[config.mk]
export PLATFORM = sky130hd
export DESIGN_NAME = alien_fire_scheduler_flat
export DESIGN_NICKNAME = d
export VERILOG_FILES = /design/src/rtl/alien_fire_scheduler_if.sv /design/src/rtl/alien_fire_scheduler.sv /design/src/flat_wrapper.sv
export SDC_FILE = /design/constraint.sdc
export NUM_CORES = 1
export LEC_CHECK = 0
export ABC_AREA = 0
export CORE_UTILIZATION = 43
export CTS_CLUSTER_DIAMETER = 100
export DETAILED_ROUTE_END_ITERATION = 10
export DONT_BUFFER_PORTS = 1
export MAX_ROUTING_LAYER = met4
export PLACE_DENSITY_LB_ADDON = 0.12
export SYNTH_ARGS = -nofsm -noshare
export SYNTH_HDL_FRONTEND = slang
export SYNTH_SLANG_ARGS = --single-unit
[constraint.sdc]
create_clock -name clk -period 4.7 [get_ports clk]
set_input_delay 0 -clock clk [delete_from_list [all_inputs] [get_ports clk]]
set_output_delay 0 -clock clk [all_outputs]
set_load 0.02 [all_outputs]
[src/rtl/alien_fire_scheduler_if.sv]
// alien_fire_scheduler_if: signal bundle between swarm logic, scheduler and rocket slots
// master drives playing/tick/swarm position/column rows/flying flags and observes the launch;
// slave (the scheduler) observes those and drives fire/startX/startY/sel_col.
interface alien_fire_scheduler_if #(parameter int NUM_SLOTS = 4);
  logic                 playing;
  logic                 tick;
  logic [9:0]           swarmX;
  logic [8:0]           swarmY;
  logic [32:0]          col_row;
  logic [NUM_SLOTS-1:0] flying;
  logic [NUM_SLOTS-1:0] fire;
  logic [9:0]           startX;
  logic [8:0]           startY;
  logic [3:0]           sel_col;
  modport master (output playing, tick, swarmX, swarmY, col_row, flying,
                  input fire, startX, startY, sel_col);
  modport slave (input playing, tick, swarmX, swarmY, col_row, flying,
                 output fire, startX, startY, sel_col);
endinterface

[src/rtl/alien_fire_scheduler.sv]
// alien_fire_scheduler: paces alien fire and hands each launch to the lowest idle rocket slot
// Ports: clk; reset (async, active-high); bus (slave): playing, tick, swarmX, swarmY,
//   col_row (3 bits/column bottom row), flying in; fire (one-hot pulse), startX/startY
//   (shared launch point), sel_col (column of last launch) out.
module alien_fire_scheduler #(
  parameter int          NUM_SLOTS = 4,
  parameter int          COOLDOWN  = 45,
  parameter int          COL_PITCH = 32,
  parameter int          COL_XOFF  = 14,
  parameter int          ROW_PITCH = 24,
  parameter int          ROW_YOFF  = 20,
  parameter logic [15:0] LFSR_SEED = 16'hACE1
) (
  input logic clk,
  input logic reset,
  alien_fire_scheduler_if.slave bus
);
  typedef enum logic [2:0] {COOL, PICK, SCAN, SLOT, FIRE, ACK} state_t;
  state_t               state, state_n;
  logic [7:0]           cnt, cnt_n;
  logic [15:0]          lfsr, lfsr_n;
  logic [3:0]           cand, cand_n, scan, scan_n, col, col_n;
  logic [NUM_SLOTS-1:0] oh, oh_n, idle;
  logic [9:0]           x, x_n;
  logic [8:0]           y, y_n;
  logic [2:0]           row;
  logic                 hit;
  // codes 6..7 are as empty as 0
  assign row  = bus.col_row[6'(cand) * 6'd3 +: 3];
  assign hit  = row != 3'd0 && row < 3'd6;
  // isolates the lowest clear bit of flying; zero when every slot is busy
  assign idle = ~bus.flying & (bus.flying + NUM_SLOTS'(1));
  always_comb begin
    state_n = state;
    cnt_n   = cnt;
    cand_n  = cand;
    scan_n  = scan;
    oh_n    = oh;
    x_n     = x;
    y_n     = y;
    col_n   = col;
    lfsr_n  = bus.playing ? {lfsr[14:0], lfsr[15] ^ lfsr[13] ^ lfsr[12] ^ lfsr[10]} : lfsr;
    if (!bus.playing) begin
      state_n = COOL;
      cnt_n   = 8'(COOLDOWN);
    end else begin
      case (state)
        COOL: if (bus.tick) begin
          cnt_n   = cnt - 8'd1;
          state_n = cnt == 8'd1 ? PICK : COOL;
        end
        PICK: begin
          cand_n  = lfsr[3:0] > 4'd10 ? lfsr[3:0] - 4'd11 : lfsr[3:0];
          scan_n  = '0;
          state_n = SCAN;
        end
        SCAN: if (hit) state_n = SLOT;
        else if (scan == 4'd10) begin
          cnt_n   = 8'(COOLDOWN);
          state_n = COOL;
        end else begin
          cand_n = cand == 4'd10 ? 4'd0 : cand + 4'd1;
          scan_n = scan + 4'd1;
        end
        SLOT: if (|idle) begin
          oh_n    = idle;
          x_n     = bus.swarmX + 10'(cand) * 10'(COL_PITCH) + 10'(COL_XOFF);
          y_n     = bus.swarmY + 9'(row) * 9'(ROW_PITCH) + 9'(ROW_YOFF);
          col_n   = cand;
          state_n = FIRE;
        end
        FIRE: state_n = ACK;
        ACK: begin
          cnt_n   = 8'(COOLDOWN);
          state_n = COOL;
        end
        default: state_n = COOL;
      endcase
    end
  end
  always_ff @(posedge clk or posedge reset)
    if (reset) begin
      state <= COOL;
      cnt   <= 8'(COOLDOWN);
      lfsr  <= LFSR_SEED;
      cand  <= '0;
      scan  <= '0;
      oh    <= '0;
      x     <= '0;
      y     <= '0;
      col   <= '0;
    end else begin
      state <= state_n;
      cnt   <= cnt_n;
      lfsr  <= lfsr_n;
      cand  <= cand_n;
      scan  <= scan_n;
      oh    <= oh_n;
      x     <= x_n;
      y     <= y_n;
      col   <= col_n;
    end
  // decoded from state so an async reset cuts the pulse at once
  assign bus.fire    = state == FIRE ? oh : '0;
  assign bus.startX  = x;
  assign bus.startY  = y;
  assign bus.sel_col = col;
endmodule

[src/flat_wrapper.sv]
// flat-port wrapper written by rule: the top's interface ports become plain ports
module alien_fire_scheduler_flat 
#(
  parameter int          NUM_SLOTS = 4,
  parameter int          COOLDOWN  = 45,
  parameter int          COL_PITCH = 32,
  parameter int          COL_XOFF  = 14,
  parameter int          ROW_PITCH = 24,
  parameter int          ROW_YOFF  = 20,
  parameter logic [15:0] LFSR_SEED = 16'hACE1
)
  (clk, reset, bus_playing, bus_tick, bus_swarmX, bus_swarmY, bus_col_row, bus_flying, bus_fire, bus_startX, bus_startY, bus_sel_col);
  alien_fire_scheduler_if #(.NUM_SLOTS(NUM_SLOTS)) bus_i ();
  input logic clk;
  input logic reset;
  input wire logic [$bits(bus_i.playing)-1:0] bus_playing;
  input wire logic [$bits(bus_i.tick)-1:0] bus_tick;
  input wire logic [$bits(bus_i.swarmX)-1:0] bus_swarmX;
  input wire logic [$bits(bus_i.swarmY)-1:0] bus_swarmY;
  input wire logic [$bits(bus_i.col_row)-1:0] bus_col_row;
  input wire logic [$bits(bus_i.flying)-1:0] bus_flying;
  output wire logic [$bits(bus_i.fire)-1:0] bus_fire;
  output wire logic [$bits(bus_i.startX)-1:0] bus_startX;
  output wire logic [$bits(bus_i.startY)-1:0] bus_startY;
  output wire logic [$bits(bus_i.sel_col)-1:0] bus_sel_col;
  assign bus_i.playing = bus_playing;
  assign bus_i.tick = bus_tick;
  assign bus_i.swarmX = bus_swarmX;
  assign bus_i.swarmY = bus_swarmY;
  assign bus_i.col_row = bus_col_row;
  assign bus_i.flying = bus_flying;
  assign bus_fire = bus_i.fire;
  assign bus_startX = bus_i.startX;
  assign bus_startY = bus_i.startY;
  assign bus_sel_col = bus_i.sel_col;
  alien_fire_scheduler #(.NUM_SLOTS(NUM_SLOTS), .COOLDOWN(COOLDOWN), .COL_PITCH(COL_PITCH), .COL_XOFF(COL_XOFF), .ROW_PITCH(ROW_PITCH), .ROW_YOFF(ROW_YOFF), .LFSR_SEED(LFSR_SEED)) u_core (.clk(clk), .reset(reset), .bus(bus_i));
endmodule
-- After elaboration in Yosys (flattened, before gate mapping)
Cells that the tools add are included.
- add/subtract/negate cells: 9
- multipliers: 2
- order comparisons: 2
- eq/ne operators: 16
- shift-type cells: 1
- muxes and demuxes: 21
- bitwise gates (word level): 5
- reduce and logical (&&, ||, !) cells: 9
- operator list (cell ; count):
    33-bit by 7-bit indexed part select with 3-bit output ; 1
    8-bit 2-to-1 mux ; 4
    4-bit 2-to-1 mux ; 7
    8-bit one-hot mux with 3 select lines ; 1
    4-bit one-hot mux with 2 select lines ; 2
    3-bit 2-to-1 mux ; 5
    3-bit one-hot mux with 5 select lines ; 1
    4-bit by 1-bit adder with 4-bit output, second input constant ; 3
    10-bit by 4-bit adder with 10-bit output, second input constant ; 1
    10-bit by 9-bit adder with 10-bit output ; 1
    9-bit by 5-bit adder with 9-bit output, second input constant ; 1
    9-bit by 8-bit adder with 9-bit output ; 1
    4-bit equality test, second input constant ; 2
    8-bit by 1-bit equality test with 1-bit output, second input constant ; 1
    4-bit AND reduction ; 2
    8-bit by 1-bit subtractor with 8-bit output, second input constant ; 1
    3-bit by 2-bit equality test with 1-bit output, second input constant ; 2
    3-bit equality test, second input constant ; 2
    4-bit by 2-bit multiplier with 6-bit output, second input constant ; 1
    3-bit by 2-bit != test with 1-bit output, second input constant ; 2
    3-bit != test, second input constant ; 2
    3-bit AND reduction ; 2
    3-bit by 2-bit multiplier with 5-bit output, second input constant ; 1
    4-bit bitwise AND ; 1
    15 further kinds ; 18
- bits in registers: 62
- input port bits: 60
- output and inout bits: 27
- word-level logic and storage cells: 74

-- Logic depth before layout (Yosys ltp)
Gate-level depths: netlist of the first run.
- depth after elaboration: 7
- gate-level depth with buffers: 17
- mapped depth without buffers: 15

-- Worst setup path before layout of the first run
No wires, ideal clock.
- path kind: reg-to-reg
- from: reg u_core.cand[0]
- to: reg u_core.y[8] (netlist: u_core.bus.startY[8])
- setup time: 0.133 ns
- data arrival time: 3.597 ns
- data required time: 4.567 ns
- slack: 0.969 ns
- cell stages (with the launch flop): 16
- path buffers: 2
- period minus slack after synthesis: 3.731 ns
- path through: dfrtp_1 -> buf_6 -> clkbuf_1 -> mux4_2 -> mux2i_1 -> o22a_1 -> inv_1 -> ha_1 -> fa_1 -> ha_1 -> ha_1 -> a21oi_1 -> o21bai_1 -> a21oi_1 -> xnor2_1 -> o21ai_0
- longest elaborated chain between the ends: 5
- RTL lines (item ; RTL line ; text):
    start, declared ; alien_fire_scheduler.sv:22 ; logic [3:0] cand, cand_n, scan, scan_n, col, col_n;
    start signal, assigned ; alien_fire_scheduler.sv:96 ; cand <= cand_n;
    4-bit by 2-bit multiplier with 6-bit output ; alien_fire_scheduler.sv:29 ; assign row = bus.col_row[6'(cand) * 6'd3 +: 3];
    33-bit by 7-bit indexed part select with 3-bit output ; alien_fire_scheduler.sv:29 ;
    3-bit by 2-bit multiplier with 5-bit output ; alien_fire_scheduler.sv:68 ; y_n = bus.swarmY + 9'(row) * 9'(ROW_PITCH) + 9'(ROW_YOFF);
    9-bit by 8-bit adder with 9-bit output ; alien_fire_scheduler.sv:68 ;
    9-bit by 5-bit adder with 9-bit output ; alien_fire_scheduler.sv:68 ;
    end signal, assigned ; alien_fire_scheduler.sv:100 ; y <= y_n;
    end, declared ; alien_fire_scheduler.sv:25 ; logic [8:0] y, y_n;
No other way between the ends.
A chain may end at the register's enable or synchronous reset.

-- Worst setup path after layout of the first run
Ends and elaborated chain as after synthesis.

==> results of run 1 <==
power by group through the flow:
stage / clock (mW) / sequential (mW) / combinational (mW)
6_report: 0.405 / 0.832 / 1.20
5_1_grt: 0.441 / 0.857 / 1.35
4_1_cts: 0.425 / 0.833 / 1.22
3_5_place_dp: 0 / 0.842 / 1.19
3_3_place_gp: 0 / 0.838 / 1.16
2_1_floorplan: 0 / 0.790 / 1.03
flip-flops by register name, summed over array words and instances (netlist names):
name,count
u_core.bus.startY,9
u_core.cand,4
u_core.bus.startX,10
u_core.bus.sel_col,4
u_core.state,3
u_core.scan,4
u_core.oh,4
u_core.lfsr,16
u_core.cnt,8
routing by layer:
layer  vias to the layer above  share of wire  track usage  wire length [µm]
li1                       1372              -            -                 -
met1                      1332           0.43       0.2200              3636
met2                        82           0.46       0.3067              3899
met3                        16          0.087      0.07267               731
met4                         0          0.016      0.07960               131
met5                         -              0            -                 0
stage by stage:
stage	setup WS (ns)	cells
global placement	0.9396	468
global route	0.4651	506
detailed placement	0.7484	468
finish	0.7714	506
floorplan	0.9692	371
CTS	0.7014	502
critical path, stage by stage (launching register included):
cell       delay, ns
dfrtp_1         0.56
buf_4           0.28
nor2b_1         0.07
a2111oi_0       0.47
o41a_2          0.26
inv_1           0.13
ha_1            0.24
fa_1            0.46
ha_1            0.29
ha_1            0.34
a21oi_1         0.22
o21bai_1        0.09
a21oi_1         0.17
xnor2_1         0.13
o21ai_0         0.08
cells in the final DEF (no fill, tap or decap), types with 2 or more instances in the layout:
master	n
nor2_1	24
o211ai_1	6
inv_2	2
mux4_2	3
nor3_1	3
fa_1	2
o21bai_1	3
ha_1	25
nand4_1	2
dfrtp_1	50
diode_2	4
a21o_1	2
a21oi_1	12
xnor2_1	13
mux2_2	28
clkbuf_1	2
nand2b_1	7
and3_1	5
nor2b_1	7
a31oi_1	3
o21ai_0	26
nor4bb_1	2
a22oi_1	2
o31ai_1	4
nand3_1	7
buf_4	4
inv_1	16
nor4b_1	3
or3_1	4
mux2i_1	6
a211o_2	2
nand2_1	37
xor2_1	3
clkbuf_8	9
nor3b_1	4
clkinv_2	4
dlygate4sd3_1	18
dfstp_2	12
cells by family after synthesis:
logic type | after synthesis | share of synthesized area
simple gates | 112 | 0.1470
compound gates | 82 | 0.1529
flops | 62 | 0.4098
mux | 39 | 0.1267
buf+inv | 33 | 0.03470
fa+ha+maj | 27 | 0.09231
xor+xnor | 16 | 0.03666
layout make-up:
class                   instances  area share
flip-flops and latches         62      0.3667
well taps                     108     0.03163
inverters                      18     0.01582
clock inverters                 5    0.006444
repair buffers                 22     0.04921
diodes                          4    0.002343
multi-input cells             276      0.4971
clock buffers                  11     0.03076
path summary, 6_finish.rpt:
check	endpoint	slack, ns	depth (start not counted)
worst max-delay path	u_core.bus.startY[8]$_DFFE_PP0P_	0.77	14
worst min-delay path	u_core.bus.startX[4]$_DFFE_PP0P_	0.009	3
worst max register to register	u_core.bus.startY[8]$_DFFE_PP0P_	0.77	14
worst min register to register	u_core.oh[1]$_DFFE_PP0P_	0.49	2
max in group asynchronous	u_core.bus.startX[3]$_DFFE_PP0P_	3.82	3
min in group asynchronous	u_core.bus.startY[2]$_DFFE_PP0P_	0.32	3
cells in the mapped netlist, types with 4 or more instances:
master    number  area share
a21oi_1       12       0.016
and3_1         5      0.0082
clkbuf_1      11       0.011
dfrtp_1       50        0.33
dfstp_2       12       0.082
ha_1          25       0.082
inv_1         17       0.017
mux2_2        28       0.082
mux2i_1        6       0.016
nand2_1       37       0.036
nand2b_1       7       0.011
nand3_1        7      0.0092
nor2_1        24       0.024
nor2b_1        7       0.011
nor3b_1        4      0.0079
o211ai_1       6       0.012
o21ai_0       26       0.034
o31ai_1        4      0.0079
or3_1          4      0.0065
xnor2_1       13       0.030
what timing repair did:
action,CTS,global route
setup buffers,0,0
hold buffers,18,0
hold endpoints to repair,87,0
setup endpoints to repair,0,0
==> flow_metrics.env, run 1 <==
export IMPL_pwr_share_comb=0.492
export IMPL_period_needed_ns=3.929
export IMPL_seqPwrFrac=0.341
export IMPL_ir_drop_v=0.0002699
export IMPL_path_clk_slew_ns=0.07
export IMPL_dieArea_um2=9271
export IMPL_grt_max_degree=63
export IMPL_coreArea_um2=8678
export IMPL_r2r_start="u_core.cand[0]$_DFFE_PP0P_"
export IMPL_mappedNetlistNets=458
export IMPL_die_x_um=96.29
export IMPL_multi_input_area_um2=2123
export IMPL_critPathLaunchType="flop"
export IMPL_worst_slew_pin_slew_ns=0.8008
export IMPL_power_mw=2.437
export IMPL_ioPinCount=87
export IMPL_hold_class="in2reg"
export IMPL_portBuffers=0
export IMPL_cts_path_max_buffers=2
export IMPL_cp_arrival_ns=4.14
export IMPL_final_util=0.4922
export IMPL_slew_headroom=0.4644
export IMPL_remaining_drc_errors=0
export IMPL_yosys_most_used_dff="dfrtp_1"
export IMPL_placed_area_um2=3923
export IMPL_timing_max_cap_violations=0
export IMPL_rsz0062_at_grt="false"
export IMPL_drv_slew=0
export IMPL_post_cts_resized=0
export IMPL_nFillCells=829
export IMPL_period_share=0.8359
export IMPL_leakage_nw=1.885
export IMPL_cp_max_fo=14
export IMPL_final_layout_size_suffix_gt1_frac=0.1878
export IMPL_dr_pass1_iters=4
export IMPL_synth_area_per_cell_um2=10.30
export IMPL_synth_edf_count=0
export IMPL_synth_distinct_cells=67
export IMPL_setup_tns_ns=0
export IMPL_hold_violations=0
export IMPL_cts_sinks=62
export IMPL_viasPerCell=5.538
export IMPL_clock_fmax_mhz=254.5
export IMPL_async_flop_share=1.000
export IMPL_grt_total_usage=0.1936
export IMPL_drtIter0Drc=73
export IMPL_row_count=34
export IMPL_start_util=0.4405
export IMPL_place_congestion=0.7983
export IMPL_end_kind="flop"
export IMPL_stdcell_area_um2=4272
export IMPL_crit_required_ns=4.91
export IMPL_h_tree_depth=3
export IMPL_clk_latency_ns=0.35
export IMPL_synth_seq_cells=62
export IMPL_drtAntennaViolNets=0
export IMPL_swShare=0.3919
export IMPL_fin_worst_skew_ns=0.01187
export IMPL_synthToLayoutAreaGrowth_pct=11.75
export IMPL_grt_overflow_total=0
export IMPL_ys_seq_area_frac=0.4098
export IMPL_grt_pass1_wl_um=13010
export IMPL_drt_wirelength_per_cell_um=16.60
export IMPL_cts_tree="done"
export IMPL_cts_buffers=9
export IMPL_antenna_found_initial=4
export IMPL_crit_type="reg2reg"
export IMPL_hold_ws_ns=0.009247
export IMPL_die_h_um=96.29
export IMPL_yosys_warnings=0
export IMPL_cellPowerDensity_nw_per_um2=570.5
export IMPL_p_int_mw=1.482
export IMPL_setup_viol=0
export IMPL_status="complete, no violations"
export IMPL_dpl_hpwl_um=5985
export IMPL_nNetsFinal=476
export IMPL_drt_wl_total_um=8398
export IMPL_p_switching_uw=955.2
export IMPL_synth_area_um2=3822
export IMPL_hp_start="bus_swarmX[2]"
export IMPL_seq_area_um2=1567
export IMPL_pwr_share_clk=0.166
export IMPL_grt_pass1_vias=2635
export IMPL_synthCells=371
export IMPL_cts_root_buf="clkbuf_8"
export IMPL_crit_start="u_core.cand[0]$_DFFE_PP0P_"
export IMPL_num_vias=2802
(Power assumes the default switching activity.)
==> inputs of run 2 (changes only) <==
- ABC_AREA: 0 -> 1
- clock period: 4.7 -> 4 ns (I/O delays scaled with it)
==> flow_metrics.env, run 2 <==
export IMPL_hold_class="in2reg"
export IMPL_cp_slowest_cell="dfrtp_2"
export IMPL_drt_wirelength_per_cell_um=13.30
export IMPL_leakage_nw=2.219
export IMPL_remaining_drc_errors=10
export IMPL_start_util=0.4514
export IMPL_dr_pass1_iters=7
export IMPL_row_count=34
export IMPL_crit_required_ns=4.24
export IMPL_drt_wl_total_um=8515
export IMPL_placed_area_um2=4065
export IMPL_synth_seq_cells=62
export IMPL_setup_viol=0
export IMPL_async_flop_share=1.000
export IMPL_ys_top_cells_by_count="nand2_1 (147), inv_1 (54), dfrtp_1 (50)"
export IMPL_yosys_warnings=0
export IMPL_yosys_most_used_dff="dfrtp_1"
export IMPL_end_kind="flop"
export IMPL_place_congestion=0.8121
export IMPL_n_antenna_cell=0
export IMPL_synth_edf_count=0
export IMPL_cellPowerDensity_nw_per_um2=691.2
export IMPL_die_h_um=98.38
export IMPL_slew_headroom=0.4442
export IMPL_drtAntennaViolNets=0
export IMPL_die_x_um=98.38
export IMPL_grt_overflow_total=0
export IMPL_dpl_hpwl_um=6054
export IMPL_setup_ws_ns=0.3217
export IMPL_synthToLayoutAreaGrowth_pct=12.31
export IMPL_synth_distinct_cells=52
export IMPL_synth_area_um2=3994
export IMPL_ys_seq_area_frac=0.3922
export IMPL_drtIter0Drc=153
export IMPL_clk_latency_ns=0.35
export IMPL_critPathLaunchType="flop"
export IMPL_setup_tns_ns=0
export IMPL_mostFrequentLayoutCells="nand2_1 (147), inv_1 (53), dfrtp_1 (49), nor2_1 (40), o21ai_0 (30)"
export IMPL_status="complete, but fails checks"
export IMPL_stdcell_area_um2=4486
export IMPL_post_cts_buffers=0
export IMPL_violations="design-rule violations"
export IMPL_ioPinCount=87
export IMPL_cp_arrival_ns=3.92
export IMPL_dieArea_um2=9678
export IMPL_synth_most_common_cell="nand2_1"
export IMPL_num_vias=3217
export IMPL_coreArea_um2=8848
export IMPL_fin_worst_skew_ns=0.008063
export IMPL_final_layout_size_suffix_gt1_frac=0.1466
export IMPL_hold_violations=0
export IMPL_cts_root_buf="clkbuf_8"
export IMPL_slowest_delay_ns=0.48
export IMPL_cp_max_fo=8
export IMPL_crit_type="reg2reg"
export IMPL_path_cells="buf_4 -> buf_4 -> or2_1 -> o211ai_2 -> nand2_1 -> inv_2 -> nand2_2 -> ha_1 -> fa_1 -> xor2_1 -> ha_1 -> ha_1 -> inv_1 -> or2_2 -> nand2_1 -> a21oi_1 -> or2_2 -> nand3_1 -> nand2_1"
export IMPL_synthCells=503
export IMPL_synth_area_leaders="dfrtp_1 (31%), nand2_1 (14%), dfstp_2 (7.9%)"
export IMPL_ir_drop_v=0.0003585
export IMPL_layout_commonest_cell="nand2_1"
export IMPL_grt_total_usage=0.1996
export IMPL_rsz0062_at_grt="false"
export IMPL_cts_tree="done"
export IMPL_cts_path_max_buffers=2
export IMPL_period_share=0.9196
export IMPL_rr_worst_depth=19
export IMPL_largest_reg_flops=16
export IMPL_nNetsFinal=614
export IMPL_synth_top_cell_by_area="dfrtp_1"
export IMPL_hold_path_depth=3
export IMPL_mappedNetlistNets=590
export IMPL_worst_slew_pin_slew_ns=0.8328
export IMPL_cts_sinks=62
export IMPL_path_clk_slew_ns=0.08
export IMPL_timing_max_cap_violations=0
export IMPL_synth_area_per_cell_um2=7.940
export IMPL_h_tree_depth=3
export IMPL_grt_max_degree=63
export IMPL_drv_slew=0
export IMPL_portBuffers=0
export IMPL_synth_top_area_frac=0.3133
export IMPL_grt_pass1_vias=3207
export IMPL_period_needed_ns=3.678
export IMPL_place_ws_ns=0.2691
export IMPL_grt_pass1_wl_um=14860
export IMPL_antenna_found_initial=0
export IMPL_top_register="u_core.lfsr"
export IMPL_clock_fmax_mhz=271.9
export IMPL_viasPerCell=5.027
export IMPL_cts_buffers=9
==> run 2: per-stage QoR <==
stage / instances / utilization / total power [mW] / hold WS (ns)
floorplan: 503 / - / 2.229 / 0.1003
global placement: 603 / 0.4594 / 2.489 / 0.09630
detailed placement: 603 / 0.4594 / 2.517 / 0.09880
CTS: 640 / 0.5068 / 3.157 / 0.002723
global route: 640 / 0.5069 / 3.452 / 0.03438
finish: 640 / 0.5069 / 3.100 / 0.02364
==> run 2: report_power, final <==
group	internal [mW]	switching, mW	total, mW
clock network	0.308	0.273	0.580
logic	0.699	0.944	1.64
registers	0.756	0.121	0.876
total	1.76	1.34	3.10
==> run 2: worst max-delay path: cells and delay by family (launching register included) <==
family,cells,cell delay [ns]
simple gates,8,1.17
xor+xnor,1,0.18
buf+inv,4,0.45
flops,1,0.48
fa+ha+maj,4,1.17
compound gates,2,0.13
==> run 2: final cells by class <==
| type | instances | area, µm² |
|---|---|---|
| clock inverters | 6 | 71.32 |
| multi-input cells | 364 | 2081 |
| well taps | 108 | 135.1 |
| flip-flops and latches | 62 | 1568 |
| clock buffers | 10 | 137.6 |
| repair buffers | 26 | 247.7 |
| inverters | 64 | 245.2 |
| fillers | 875 | 4363 |
==> run 2: cells by family (layout without fill, tap and decap cells) <==
logic type | Yosys count | after routing | share of synthesized area
AND/OR/NAND/NOR | 245 | 245 | 0.2820
buffers and inverters | 77 | 106 | 0.08677
adder cells (fa/ha/maj) | 27 | 27 | 0.08835
XOR/XNOR | 15 | 15 | 0.03290
AO/OA/AOI/OAI | 77 | 77 | 0.1178
flip-flops | 62 | 62 | 0.3922
==> run 2: path summary, 6_finish.rpt <==
| kind | start | to | slack (ns) |
|---|---|---|---|
| min | bus_swarmX[8] | u_core.bus.startX[8]$_DFFE_PP0P_ | 0.02 |
| min reg2reg | u_core.lfsr[5]$_DFFE_PP1P_ | u_core.lfsr[5]$_DFFE_PP1P_ | 0.47 |
| max reg2reg | u_core.cand[0]$_DFFE_PP0P_ | u_core.bus.startY[8]$_DFFE_PP0P_ | 0.32 |
| max in group asynchronous | reset | u_core.cand[0]$_DFFE_PP0P_ | 3.09 |
| max | u_core.cand[0]$_DFFE_PP0P_ | u_core.bus.startY[8]$_DFFE_PP0P_ | 0.32 |
| min in group asynchronous | reset | u_core.bus.startY[6]$_DFFE_PP0P_ | 0.33 |
==> run 2: metal layers <==
layer | global-route usage | wire, µm | vias to the layer above
met5 | - | 0 | -
met4 | 0.06544 | 110 | 0
met3 | 0.05297 | 481 | 12
met2 | 0.3288 | 4026 | 69
met1 | 0.2373 | 3896 | 1475
li1 | - | - | 1661
==> run 2: repair_timing <==
action | 4_1_cts | 5_1_grt
resized for setup | 0 | 1
hold buffers | 21 | 0
setup endpoints to repair | 0 | 1
hold endpoints to repair | 85 | 0
